## src/rtl/buffer_arbiter_pkg.sv

```systemverilog
// Shared definitions for buffer_arbiter.
// Provides the source-id width rule and the packed pipeline-stage record
// layout {valid, id[IDW], data[W]}.
package buffer_arbiter_pkg;

  // Source-id width: clog2 of the requester count, never below one bit.
  function automatic int unsigned id_width(input int unsigned n);
    return (n < 2) ? 1 : $clog2(n);
  endfunction

  // Width of one packed stage record: valid + id + data.
  function automatic int unsigned stage_w(input int unsigned idw, input int unsigned w);
    return 1 + idw + w;
  endfunction

endpackage

```

## src/rtl/buffer_arbiter_if.sv

```systemverilog
// Requester/consumer bundle for buffer_arbiter.
//   req       N      per-requester request
//   data_in   N*W    requester i's word in bits [i*W +: W]
//   grant     N      one-hot grant
//   out_valid 1      tail word valid
//   out_data  W      tail word
//   out_id    IDW    source index of out_data
//   out_ready 1      downstream accepts tail word
// slave: arbiter side; master: producers/consumer side.
interface buffer_arbiter_if
  import buffer_arbiter_pkg::*;
#(
  parameter int unsigned N   = 4,
  parameter int unsigned W   = 8,
  parameter int unsigned IDW = id_width(N)
);
  logic [N-1:0]   req;
  logic [N*W-1:0] data_in;
  logic [N-1:0]   grant;
  logic           out_valid;
  logic [W-1:0]   out_data;
  logic [IDW-1:0] out_id;
  logic           out_ready;

  modport slave (
    input  req, data_in, out_ready,
    output grant, out_valid, out_data, out_id
  );

  modport master (
    output req, data_in, out_ready,
    input  grant, out_valid, out_data, out_id
  );
endinterface

```

## src/rtl/buffer_arbiter_rr_pick.sv

```systemverilog
// Combinational round-robin picker.
//   req    N    request vector
//   ptr    IDW  highest-priority index
//   onehot N    one-hot winner (0 when no request)
//   idx    IDW  winner index
//   any    1    at least one request present
module buffer_arbiter_rr_pick
  import buffer_arbiter_pkg::*;
#(
  parameter int unsigned N   = 4,
  parameter int unsigned IDW = id_width(N)
) (
  input  logic [N-1:0]   req,
  input  logic [IDW-1:0] ptr,
  output logic [N-1:0]   onehot,
  output logic [IDW-1:0] idx,
  output logic           any
);
  logic [2*N-1:0] dbl;
  logic [N-1:0]   rot;
  int unsigned    off;
  int unsigned    sum;

  // Rotate so ptr sits at bit 0, priority-encode, then rotate the index back.
  always_comb begin
    dbl    = {req, req} >> ptr;
    rot    = dbl[N-1:0];
    any    = 1'b0;
    off    = 0;
    for (int unsigned k = 0; k < N; k++) begin
      if (!any && rot[k]) begin
        any = 1'b1;
        off = k;
      end
    end
    sum = 32'(ptr) + off;
    if (sum >= N) sum = sum - N;
    idx    = IDW'(sum);
    onehot = any ? (N'(1) << idx) : '0;
  end
endmodule

```

## src/rtl/buffer_arbiter.sv

```systemverilog
// Round-robin arbiter feeding a shared DEPTH-stage registered pipeline.
// Each non-stalled cycle at most one requester is granted; its word and
// source id emerge at the tail DEPTH cycles later. out_ready back-pressure
// freezes all stages and the pointer and suppresses grants.
//   clk    clock
//   reset  synchronous active-high reset
//   bus    buffer_arbiter_if.slave (req/data_in/grant/out_*)
module buffer_arbiter
  import buffer_arbiter_pkg::*;
#(
  parameter int unsigned N     = 4,
  parameter int unsigned W     = 8,
  parameter int unsigned DEPTH = 2,
  parameter int unsigned IDW   = id_width(N)
) (
  input  logic             clk,
  input  logic             reset,
  buffer_arbiter_if.slave  bus
);
  localparam int unsigned SW = stage_w(IDW, W);

  logic [IDW-1:0] ptr;
  logic [N-1:0]   win_onehot;
  logic [IDW-1:0] win_idx;
  logic           win_any;
  logic           stall;
  logic           take;
  logic [W-1:0]   data_sel;
  logic [SW-1:0]  head;
  logic [SW-1:0]  tail;

  buffer_arbiter_rr_pick #(.N(N), .IDW(IDW)) u_pick (
    .req    (bus.req),
    .ptr    (ptr),
    .onehot (win_onehot),
    .idx    (win_idx),
    .any    (win_any)
  );

  assign stall     = bus.out_valid && !bus.out_ready;
  assign take      = win_any && !stall && !reset;
  assign bus.grant = take ? win_onehot : '0;

  always_comb begin
    data_sel = '0;
    for (int unsigned i = 0; i < N; i++) begin
      if (win_idx == IDW'(i)) data_sel = bus.data_in[i*W +: W];
    end
  end

  // A non-granting cycle still shifts a bubble into the head stage.
  assign head = take ? {1'b1, win_idx, data_sel} : '0;

  always_ff @(posedge clk) begin
    if (reset) begin
      ptr <= '0;
    end else if (take) begin
      ptr <= (win_idx == IDW'(N-1)) ? '0 : win_idx + 1'b1;
    end
  end

  for (genvar k = 0; k < DEPTH; k++) begin : g_stage
    logic [SW-1:0] q;
    logic [SW-1:0] d;
    if (k == 0) begin : g_head
      assign d = head;
    end else begin : g_body
      assign d = g_stage[k-1].q;
    end
    always_ff @(posedge clk) begin
      if (reset)       q <= '0;
      else if (!stall) q <= d;
    end
  end

  assign tail          = g_stage[DEPTH-1].q;
  assign bus.out_valid = tail[SW-1];
  assign bus.out_id    = tail[W +: IDW];
  assign bus.out_data  = tail[W-1:0];
endmodule

```

## src/flat_wrapper.sv

```systemverilog
// flat-port wrapper written by rule: the top's interface ports become plain ports
module buffer_arbiter_flat import buffer_arbiter_pkg::*;
#(
  parameter int unsigned N     = 4,
  parameter int unsigned W     = 8,
  parameter int unsigned DEPTH = 2,
  parameter int unsigned IDW   = id_width(N)
)
  (clk, reset, bus_req, bus_data_in, bus_out_ready, bus_grant, bus_out_valid, bus_out_data, bus_out_id);
  buffer_arbiter_if #(.N(N), .W(W), .IDW(IDW)) bus_i ();
  input  logic clk;
  input  logic reset;
  input wire logic [$bits(bus_i.req)-1:0] bus_req;
  input wire logic [$bits(bus_i.data_in)-1:0] bus_data_in;
  input wire logic [$bits(bus_i.out_ready)-1:0] bus_out_ready;
  output wire logic [$bits(bus_i.grant)-1:0] bus_grant;
  output wire logic [$bits(bus_i.out_valid)-1:0] bus_out_valid;
  output wire logic [$bits(bus_i.out_data)-1:0] bus_out_data;
  output wire logic [$bits(bus_i.out_id)-1:0] bus_out_id;
  assign bus_i.req = bus_req;
  assign bus_i.data_in = bus_data_in;
  assign bus_i.out_ready = bus_out_ready;
  assign bus_grant = bus_i.grant;
  assign bus_out_valid = bus_i.out_valid;
  assign bus_out_data = bus_i.out_data;
  assign bus_out_id = bus_i.out_id;
  buffer_arbiter #(.N(N), .W(W), .DEPTH(DEPTH), .IDW(IDW)) u_core (.clk(clk), .reset(reset), .bus(bus_i));
endmodule
```

## config.mk

```make
export PLATFORM = sky130hd
export DESIGN_NAME = buffer_arbiter_flat
export DESIGN_NICKNAME = d
export VERILOG_FILES = /design/src/rtl/buffer_arbiter_pkg.sv /design/src/rtl/buffer_arbiter_if.sv /design/src/rtl/buffer_arbiter_rr_pick.sv /design/src/rtl/buffer_arbiter.sv /design/src/flat_wrapper.sv
export SDC_FILE = /design/constraint.sdc
export NUM_CORES = 1
export LEC_CHECK = 0
export CELL_PAD_IN_SITES_DETAIL_PLACEMENT = 1
export CELL_PAD_IN_SITES_GLOBAL_PLACEMENT = 1
export CORE_MARGIN = 1
export CORE_UTILIZATION = 43
export CTS_CLUSTER_DIAMETER = 80
export DETAILED_ROUTE_END_ITERATION = 16
export DONT_BUFFER_PORTS = 1
export GPL_TIMING_DRIVEN = 0
export PLACE_DENSITY = 0.82
export SLEW_MARGIN = 20
export SYNTH_ARGS = -nofsm -noshare
export SYNTH_HDL_FRONTEND = slang
export SYNTH_SLANG_ARGS = --single-unit
```

## constraint.sdc

```tcl
create_clock -name clk -period 3.6 [get_ports clk]
set_input_delay 0.36 -clock clk [delete_from_list [all_inputs] [get_ports clk]]
set_output_delay 0.36 -clock clk [all_outputs]
set_load 0.005 [all_outputs]
```

==> results.sh <==
export IMPL_antenna_found_initial=0
export IMPL_synth_top_area_cell="dfxtp_1"
export IMPL_mostFrequentLayoutCells="nand2_1, dfxtp_1, a21oi_1"
export IMPL_hold_viol=0
export IMPL_drcViolationCount=0
export IMPL_coreArea_um2=2877
export IMPL_wirelength_mm=3.448
export IMPL_path_delay_family="compound AO/OA/AOI/OAI gates"
export IMPL_avgSynthCellArea_um2=7.634
export IMPL_vdd_ir_drop_max_v=0.0004662
export IMPL_wl_met1_mm=1.506
export IMPL_clkTransAtPathRegs_ps=130
export IMPL_setup_violations=0
export IMPL_first_pass_iters=4
export IMPL_ys_warn_count=0
export IMPL_io_pins=54
export IMPL_rsz0062_at_grt="false"
export IMPL_hold_depth=2
export IMPL_crit_buf_inv=3
export IMPL_syn_cell_area_um2=1351
export IMPL_ys_seq_area_frac=0.3556
export IMPL_die_y_um=58.06
export IMPL_place_congestion=0.7959
export IMPL_cts_buffers=3
export IMPL_synthTopCellsByArea="dfxtp_1, nand2_1, a21oi_1"
export IMPL_dieWidth_um=58.06
export IMPL_clockBufferDepth=2
export IMPL_routed_wl_met3_um=170
export IMPL_die_area_um2=3371
export IMPL_drt_iter0_markers=24
export IMPL_min_period_ps=3332
export IMPL_initial_core_util=0.4698
export IMPL_grt_usage=0.2073
export IMPL_tritoncts="yes"
export IMPL_combPwrFrac=0.568
export IMPL_maxCapViolCount=0
export IMPL_grt_max_degree=15
export IMPL_synth_top_area_frac=0.3556
export IMPL_syn_nets=221
export IMPL_mostFrequentLayoutCell="nand2_1"
export IMPL_cp_cell_sequence="buf_6, o311a_2, o21ai_0, ha_1, xor2_1, xnor2_1, inv_1, ha_1, nor2b_1, clkbuf_1, a221oi_1, o31ai_1, a22oi_1, nor2_1"
export IMPL_cpMostUsedCell="ha_1"
export IMPL_syn_to_final_growth_pct=7.592
export IMPL_arrival_ps=3590
export IMPL_critical_path_class="flop to flop"
export IMPL_max_slew_margin=0.7058
export IMPL_grt_pass1_wl_mm=5.423
export IMPL_power_total_w=0.001297
export IMPL_dr_max_layer_used="met4"
export IMPL_n_antenna_cell=0
export IMPL_critical_path_cell_count=14
export IMPL_min_period_over_period=0.9257
export IMPL_routedWlPerCell_um=15.53
export IMPL_ctsHoldBuffers=0
export IMPL_reg2reg_depth=14
export IMPL_cp_start_kind="flop"
export IMPL_port_buffers=0
export IMPL_endpoint_kind="flop"
export IMPL_hold_path_class="input pin to flop"
export IMPL_holdWs_ps=251.7
export IMPL_cpPeakStageDelay_ps=380
export IMPL_dp_hpwl_mm=2.736
export IMPL_skew_ps=5.783
export IMPL_place_ws_ps=293.9
export IMPL_clkPwrFrac=0.148
export IMPL_num_vias=1270
export IMPL_crit_required_ps=3860
export IMPL_p_sw_w=0.0005423
export IMPL_status="finished, final reports clean"
export IMPL_htree_levels=1
export IMPL_powerDensity_nw_per_um2=891.7
export IMPL_ant_nets=0
export IMPL_switching_share=0.4183
export IMPL_power_internal_w=0.0007542
export IMPL_yosysUniqueCellTypes=34
export IMPL_grt_pass1_vias=1238
export IMPL_slowest_stage="o311a_2"
export IMPL_syn_inst=177
export IMPL_grt_ovfl_total=0
export IMPL_wl_met2_mm=1.700
export IMPL_clock_latency_ps=320
export IMPL_fin_nets=225
export IMPL_drv_slew=0
export IMPL_routed_via_density=5.721
export IMPL_setup_slack_ps=267.5
export IMPL_num_rows=19
export IMPL_path_max_fanout=10
export IMPL_ys_ff_latch=24
export IMPL_tns_ps=0
export IMPL_clock_tree_root_cell="clkbuf_4"
export IMPL_cts_sinks=24
export IMPL_drive_gt1_frac=0.07778
export IMPL_max_freq_ghz=0.3001
export IMPL_seqPwrFrac=0.284
export IMPL_tightest_slew_ps=441.3
export IMPL_leakagePower_nw=0.5427
[cell type report]
type / count / area, um^2
Sequential cell: 24 / 480.5
Clock buffer: 3 / 22.52
Fill cell: 362 / 1423
Multi-Input combinational cell: 135 / 785.8
Clock inverter: 1 / 30.03
Buffer: 13 / 67.56
Tap cell: 42 / 52.55
Inverter: 4 / 15.01
[metrics by stage]
step | cell area, um^2 | utilization | instances
2_1_floorplan | 1351 | - | 177
3_3_place_gp | 1404 | 0.4880 | 219
3_5_place_dp | 1404 | 0.4880 | 219
4_1_cts | 1456 | 0.5063 | 223
5_1_grt | 1454 | 0.5054 | 222
6_report | 1454 | 0.5054 | 222
[cells in the mapped netlist (all sizes together)]
master and n:
a211o 1, a21o 1, a21oi 22, a221oi 7, a22o 1, a22oi 3, a311oi 1, a32oi 1
and2 4, buf 6, clkbuf 8, dfxtp 24, ha 5, inv 4, nand2 32, nand2b 4
nand3 1, nand3b 1, nor2 15, nor2b 9, nor3 9, nor3b 1, nor4 2, o21ai 7
o311a 1, o31ai 2, o32ai 2, xnor2 2, xor2 1
[final timing paths]
| path | from | endpoint | slack, ps |
|---|---|---|---|
| hold reg to reg | u_core.g_stage[0].q[4] | u_core.g_stage[1].q[4] | 480 |
| hold / removal | bus_data_in[28] | u_core.g_stage[0].q[4] | 250 |
| setup reg to reg | u_core.ptr[0] | u_core.g_stage[0].q[2] | 270 |
| setup / recovery | u_core.ptr[0] | u_core.g_stage[0].q[2] | 270 |
[power by group through the flow]
stage	Combinational, W	Sequential (W)	Clock [W]
after floorplan	0.000572	0.000363	0
after global placement	0.000683	0.000371	0
after detailed placement	0.000727	0.000374	0
after CTS	0.000734	0.000369	0.000195
after global routing	0.000829	0.000375	0.000205
final	0.000736	0.000368	0.000192
[state kept, by name (all words and copies together) (netlist names)]
name	flops
u_core.ptr	2
u_core.g_stage.q	22
[per-layer routing]
layer,vias up,track usage
li1,622,-
met1,596,0.2569
met2,45,0.3563
met3,7,0.01786
met4,0,0.1088
met5,-,0
[cell families (layout without fill, tap and decap cells)]
kind of cell | count (synthesis) | in the layout | synth area share
flops | 24 | 24 | 0.3556
compound gates | 49 | 49 | 0.2445
xor+xnor | 3 | 3 | 0.01945
fa+ha+maj | 5 | 5 | 0.04630
simple gates | 78 | 78 | 0.2713
buf+inv | 18 | 21 | 0.06295
[timing repair]
action,in CTS,in global routing
gates resized for setup,0,2
buffers inserted,0,0
endpoints found under the setup margin,0,1
No activity file was read; power rests on OpenSTA's default activity.
